## src/rtl/irq_ctrl_pkg.sv

```systemverilog
// Shared types and constants for the irq_ctrl interrupt controller.
// Holds the FSM state encoding, the register offsets and the vector base.
package irq_ctrl_pkg;

    typedef enum logic [1:0] {
        IDLE    = 2'd0,
        REQ     = 2'd1,
        SERVICE = 2'd2
    } state_t;

    localparam logic [1:0] REG_PENDING   = 2'd0;
    localparam logic [1:0] REG_MASK      = 2'd1;
    localparam logic [1:0] REG_INSERVICE = 2'd2;
    localparam logic [1:0] REG_EOI       = 2'd3;

    // The core adds this to the acknowledged ID to index its vector table.
    localparam logic [15:0] VECTOR_BASE = 16'h07F0;

endpackage

```

## src/rtl/irq_ctrl_if.sv

```systemverilog
// Core-side bus of the interrupt controller: register access, acknowledge and INT.
// master = CPU core side, slave = irq_ctrl side.
interface irq_ctrl_if;
    logic [11:0] address;
    logic [15:0] wr_data;
    logic        memwt;
    logic        intack;
    logic        int_o;
    logic [15:0] rd_data;
    logic        rd_sel;

    modport master (
        output address, wr_data, memwt, intack,
        input  int_o, rd_data, rd_sel
    );

    modport slave (
        input  address, wr_data, memwt, intack,
        output int_o, rd_data, rd_sel
    );
endinterface

```

## src/rtl/irq_ctrl_prio_enc.sv

```systemverilog
// Lowest-index-wins priority encoder with valid flag and one-hot winner.
// WIDTH may be 1..16; idx is always 4 bits wide.
module irq_prio_enc #(
    parameter int WIDTH = 8
) (
    input  logic [WIDTH-1:0] req,
    output logic             valid,
    output logic [3:0]       idx,
    output logic [WIDTH-1:0] onehot
);

    // Scan from the top so the lowest set index is the last assignment.
    always_comb begin
        valid = 1'b0;
        idx   = 4'd0;
        for (int i = WIDTH - 1; i >= 0; i--) begin
            if (req[i]) begin
                valid = 1'b1;
                idx   = 4'(i);
            end
        end
    end

    generate
        for (genvar gi = 0; gi < WIDTH; gi++) begin : g_onehot
            assign onehot[gi] = valid && (idx == 4'(gi));
        end
    endgenerate

endmodule

```

## src/rtl/irq_ctrl.sv

```systemverilog
// Programmable interrupt controller: edge-triggered sources, mask, in-service tracking.
// Define IRQ_CTRL_NESTING_EN to let a higher-priority source preempt one in service.
module irq_ctrl
    import irq_ctrl_pkg::*;
#(
    parameter int          NUM_IRQ   = 8,
    parameter logic [11:0] BASE_ADDR = 12'hFF0
) (
    input  logic               clk,
    input  logic               rst_n,
    input  logic [NUM_IRQ-1:0] irq,
    irq_ctrl_if.slave          bus
);

    logic [NUM_IRQ-1:0] pending_reg, pending_next;
    logic [NUM_IRQ-1:0] mask_reg, mask_next;
    logic [NUM_IRQ-1:0] in_service_reg, in_service_next;
    logic [NUM_IRQ-1:0] irq_prev_reg;
    state_t             state_reg;
    logic [3:0]         id_reg;
    logic               int_reg;

    logic [11:0]        offset;
    logic               hit;
    logic [1:0]         reg_sel;
    logic               wr_en;
    logic [NUM_IRQ-1:0] wr_bits;
    logic [NUM_IRQ-1:0] w1c_bits;
    logic               eoi_wr;
    logic               ack_fire;
    logic [NUM_IRQ-1:0] ack_bits;
    logic [NUM_IRQ-1:0] edges;

    logic               cand_valid;
    logic [3:0]         cand_idx;
    logic [NUM_IRQ-1:0] cand_onehot;
    logic               isr_valid;
    logic [3:0]         isr_idx;
    logic [NUM_IRQ-1:0] isr_onehot;

    logic               rd_sel;
    logic [15:0]        rd_data;

    // Address decode: modular subtraction keeps the window check a single compare.
    assign offset   = bus.address - BASE_ADDR;
    assign hit      = (offset < 12'd4);
    assign reg_sel  = offset[1:0];
    assign wr_en    = bus.memwt && hit;
    assign wr_bits  = bus.wr_data[NUM_IRQ-1:0];
    assign w1c_bits = (wr_en && reg_sel == REG_PENDING) ? wr_bits : '0;
    assign eoi_wr   = wr_en && (reg_sel == REG_EOI);
    assign ack_fire = (state_reg == REQ) && bus.intack;
    assign edges    = irq & ~irq_prev_reg;

    generate
        for (genvar gi = 0; gi < NUM_IRQ; gi++) begin : g_ack
            assign ack_bits[gi] = ack_fire && (id_reg == 4'(gi));
        end
    endgenerate

    irq_prio_enc #(.WIDTH(NUM_IRQ)) u_cand_enc (
        .req    (pending_reg & mask_reg),
        .valid  (cand_valid),
        .idx    (cand_idx),
        .onehot (cand_onehot)
    );

    irq_prio_enc #(.WIDTH(NUM_IRQ)) u_isr_enc (
        .req    (in_service_reg),
        .valid  (isr_valid),
        .idx    (isr_idx),
        .onehot (isr_onehot)
    );

    // New edges are OR-ed in last so they win over W1C and acknowledge clears.
    assign pending_next    = (pending_reg & ~w1c_bits & ~ack_bits) | edges;
    assign mask_next       = (wr_en && reg_sel == REG_MASK) ? wr_bits : mask_reg;
    assign in_service_next = (in_service_reg & ~(eoi_wr ? isr_onehot : '0)) | ack_bits;

    always_ff @(posedge clk) begin
        if (!rst_n) begin
            pending_reg    <= '0;
            mask_reg       <= '0;
            in_service_reg <= '0;
            irq_prev_reg   <= '0;
        end else begin
            pending_reg    <= pending_next;
            mask_reg       <= mask_next;
            in_service_reg <= in_service_next;
            irq_prev_reg   <= irq;
        end
    end

    always_ff @(posedge clk) begin
        if (!rst_n) begin
            state_reg <= IDLE;
            id_reg    <= 4'd0;
            int_reg   <= 1'b0;
        end else begin
            case (state_reg)
                IDLE: begin
                    if (cand_valid && !isr_valid) begin
                        id_reg    <= cand_idx;
                        int_reg   <= 1'b1;
                        state_reg <= REQ;
                    end
                end
                REQ: begin
                    if (bus.intack) begin
                        int_reg   <= 1'b0;
                        state_reg <= SERVICE;
                    end
                end
                SERVICE: begin
                    if (!isr_valid) begin
                        state_reg <= IDLE;
                    end
`ifdef IRQ_CTRL_NESTING_EN
                    else if (cand_valid && (cand_idx < isr_idx)) begin
                        id_reg    <= cand_idx;
                        int_reg   <= 1'b1;
                        state_reg <= REQ;
                    end
`endif
                end
                default: begin
                    state_reg <= IDLE;
                    int_reg   <= 1'b0;
                end
            endcase
        end
    end

    // Acknowledge owns the data bus; only a real REQ returns a non-zero ID.
    always_comb begin
        rd_sel  = 1'b0;
        rd_data = 16'h0000;
        if (bus.intack) begin
            rd_sel = 1'b1;
            if (state_reg == REQ) begin
                rd_data = {12'h000, id_reg};
            end
        end else if (hit && !bus.memwt) begin
            rd_sel = 1'b1;
            case (reg_sel)
                REG_PENDING:   rd_data = 16'(pending_reg);
                REG_MASK:      rd_data = 16'(mask_reg);
                REG_INSERVICE: rd_data = 16'(in_service_reg);
                default:       rd_data = 16'h0000;
            endcase
        end
    end

    assign bus.rd_sel  = rd_sel;
    assign bus.rd_data = rd_data;
    assign bus.int_o   = int_reg;

    logic unused_bits;
    assign unused_bits = ^{isr_idx, cand_onehot, bus.wr_data};

endmodule

```

## src/flat_wrapper.sv

```systemverilog
// flat-port wrapper written by rule: the top's interface ports become plain ports
module irq_ctrl_flat import irq_ctrl_pkg::*;
#(
    parameter int          NUM_IRQ   = 8,
    parameter logic [11:0] BASE_ADDR = 12'hFF0
)
  (clk, rst_n, irq, bus_address, bus_wr_data, bus_memwt, bus_intack, bus_int_o, bus_rd_data, bus_rd_sel);
  irq_ctrl_if bus_i ();
  input  logic clk;
  input  logic rst_n;
  input  logic [NUM_IRQ-1:0] irq;
  input wire logic [$bits(bus_i.address)-1:0] bus_address;
  input wire logic [$bits(bus_i.wr_data)-1:0] bus_wr_data;
  input wire logic [$bits(bus_i.memwt)-1:0] bus_memwt;
  input wire logic [$bits(bus_i.intack)-1:0] bus_intack;
  output wire logic [$bits(bus_i.int_o)-1:0] bus_int_o;
  output wire logic [$bits(bus_i.rd_data)-1:0] bus_rd_data;
  output wire logic [$bits(bus_i.rd_sel)-1:0] bus_rd_sel;
  assign bus_i.address = bus_address;
  assign bus_i.wr_data = bus_wr_data;
  assign bus_i.memwt = bus_memwt;
  assign bus_i.intack = bus_intack;
  assign bus_int_o = bus_i.int_o;
  assign bus_rd_data = bus_i.rd_data;
  assign bus_rd_sel = bus_i.rd_sel;
  irq_ctrl #(.NUM_IRQ(NUM_IRQ), .BASE_ADDR(BASE_ADDR)) u_core (.clk(clk), .rst_n(rst_n), .irq(irq), .bus(bus_i));
endmodule
```

## config.mk

```make
export PLATFORM = sky130hd
export DESIGN_NAME = irq_ctrl_flat
export DESIGN_NICKNAME = d
export VERILOG_FILES = /design/src/rtl/irq_ctrl_pkg.sv /design/src/rtl/irq_ctrl_if.sv /design/src/rtl/irq_ctrl_prio_enc.sv /design/src/rtl/irq_ctrl.sv /design/src/flat_wrapper.sv
export SDC_FILE = /design/constraint.sdc
export NUM_CORES = 1
export LEC_CHECK = 0
export BUFFER_PORTS_ARGS = -buffer_cell sky130_fd_sc_hd__buf_2
export CORE_MARGIN = 4
export CORE_UTILIZATION = 58
export DETAILED_ROUTE_END_ITERATION = 8
export PLACE_DENSITY = 0.95
export SYNTH_ARGS = -nofsm -noshare
export SYNTH_HDL_FRONTEND = slang
export SYNTH_HIERARCHICAL = 1
export SYNTH_SLANG_ARGS = --single-unit
export TNS_END_PERCENT = 1
```

## constraint.sdc

```tcl
create_clock -name clk -period 4 [get_ports clk]
set_input_delay 0.2 -clock clk [delete_from_list [all_inputs] [get_ports clk]]
set_output_delay 0.2 -clock clk [all_outputs]
set_load 0.05 [all_outputs]
```

==> impl_results.md <==
- Outcome: finished clean
- Via count: 2042
- Mapped cell area: 0.00232 mm^2
- Max cap viols: 0
- Hold EP: u_core/irq_prev_reg[3]$_SDFF_PN0_
- Layout Skew: 0.00524 ns
- DRC violations left: 0
- Antenna-violating nets left: 0
- Ports: 58
- Setup TNS: 0 ns
- Synth Warn #: 6
- PortBufs: 41
- Finish-stage setup viols: 0
- Rows: 22
- CTS clk-pin slew, worst paths: 0.08 ns
- DIE AREA: 0.00509 mm^2
- Largest net degree at the start of global routing: 56
- Initial antenna violation count: 0
- Syn Inst Count: 268
- Min-Delay Path Depth: 2
- Hold WC Path Type: primary input to register
- CP Capture Type: primary output
- GP Congestion: 0.926
- Antenna cells: 0
- Hpwl dp: 3880 um
- # resized after CTS: 0
- R2r setup slk: 2.09 ns
- Fin. max-slew vios: 0
- Final worst slack: 1.87 ns
- DIE WIDTH: 71.3 um
- Worst-margin pin slew: 0.840 ns
- Final Routed Wirelength: 5290 um
- Layout cells sized above 1: 22.5%
- Overall Power: 767 uW
- F_max: 470 MHz
- H-tree Lvls: 2
- Worst hold slack: 0.124 ns
- Starting Density: 61.6%
- Final core occ: 67.8%
- Post-cts hold buffer count: 0
- Detailed router's first-iteration violation count: 155
- TritonCTS clock tree: done
- Via-to-Cell Ratio: 5.90
- WS Path Type: register to primary output
- PwrDens: 300 mW/mm^2
- Wire per inst: 15.3 um
- RR Startpoint: u_core/in_service_reg[3]$_SDFF_PN0_
- Area grow syn2layout: 9.96%
- Grt total ovfl: 0
- Reg2reg path depth: 5
- Syn avg cell area: 8.67 um^2
- Clk sink count: 39
- Max FO, Critical Path: 13
- RSZ-0062 raised after global routing: false
- Min Tclk post-route: 2.13 ns
- Clock latency on the worst-skew pair: 0.29 ns
- Worst EP required: 3.80 ns
- Slew margin rel.: 44.0%
- Crit path DAT: 1.93 ns
- Root Driver: clkbuf_8
- Layout Nets: 337
- Postcts setup bufs: 0
- Worst r2r dst: u_core/id_reg[2]$_SDFFE_PN0P_
- Vias in the first global route: 1890
- Worst slack, placed: 2.05 ns
- Hold Crit Start: irq[3]
- Num CTS Buffers: 5
- Max IR drop VDD: 297 uV
- Tcrit/Tclk final: 53.2%
- Die Height: 71.3 um
- First-pass GRT wire length: 8600 um
- Core Box Area: 0.00377 mm^2
- GRT Util Overall: 21.1%
- Leakage: 1.00 nW
- Drt first pass iters: 4
- Hold Vio Cnt, Final: 0
- CP Launch Type: register
- CTS Buffer Depth: 2
[critical path, cell delays in order, from the launching register on]
cell and delay [ns]:
dfxtp_1 0.50, nand4b_1 0.55, o21ai_0 0.28, buf_2 0.30
[layout make-up]
class | count | area [um^2]
inverter | 5 | 18.8
clock inverter | 3 | 20.0
sequential | 39 | 781
clock buffer | 5 | 68.8
fill | 306 | 1210
timing repair buffer | 41 | 205
multi-input combinational | 205 | 1400
tap | 48 | 60.1
[cells in the final DEF (no fill, tap or decap), types with 7 or more instances in the layout]
cell type,n
conb_1,9
mux2i_1,20
o21ai_0,14
o211ai_1,9
nor2_1,20
nor2b_1,7
dfxtp_1,39
a22oi_1,8
and2_1,26
buf_2,41
a2bb2oi_1,8
nand3b_1,10
nand2_1,27
[worst max-delay path by stage]
| stage | start | to | slack, ns | cells after the start |
|---|---|---|---|---|
| final | u_core/state_reg[0]$_SDFFE_PN0P_ | bus_rd_data[0] | 1.87 | 3 |
| after global placement | bus_address[0] | bus_rd_data[1] | 2.06 | 5 |
| after global routing | u_core/state_reg[0]$_SDFFE_PN0P_ | bus_rd_data[0] | 1.77 | 3 |
| after CTS | u_core/state_reg[0]$_SDFFE_PN0P_ | bus_rd_data[0] | 1.90 | 3 |
| after detailed placement | bus_address[2] | bus_rd_data[4] | 2.05 | 5 |
| after floorplan | bus_address[2] | bus_rd_data[4] | 1.62 | 3 |
[layer usage]
metal / GRT usage, % / part of all wire (%) / up-vias
met5: 0 / 0 / -
met4: 9.19 / 2.1 / 0
li1: - / - / 1000
met2: 34.7 / 49 / 69
met3: 4.07 / 7.4 / 14
met1: 26.8 / 42 / 959
[power by group]
| part | switching, mW | internal, mW | leakage (nW) | total, mW |
|---|---|---|---|---|
| Sequential | 0.00647 | 0.400 | 0.319 | 0.407 |
| Combinational | 0.0559 | 0.0372 | 0.644 | 0.0932 |
| Clock | 0.146 | 0.121 | 0.0402 | 0.267 |
| Total | 0.208 | 0.559 | 1.00 | 0.767 |
[stage by stage]
step / instance area, um^2 / std cells
2_1_floorplan: 2350 / 275
3_3_place_gp: 2470 / 338
3_5_place_dp: 2470 / 338
4_1_cts: 2560 / 346
5_1_grt: 2560 / 346
6_report: 2560 / 346
No activity file was read; power rests on OpenSTA's default activity.
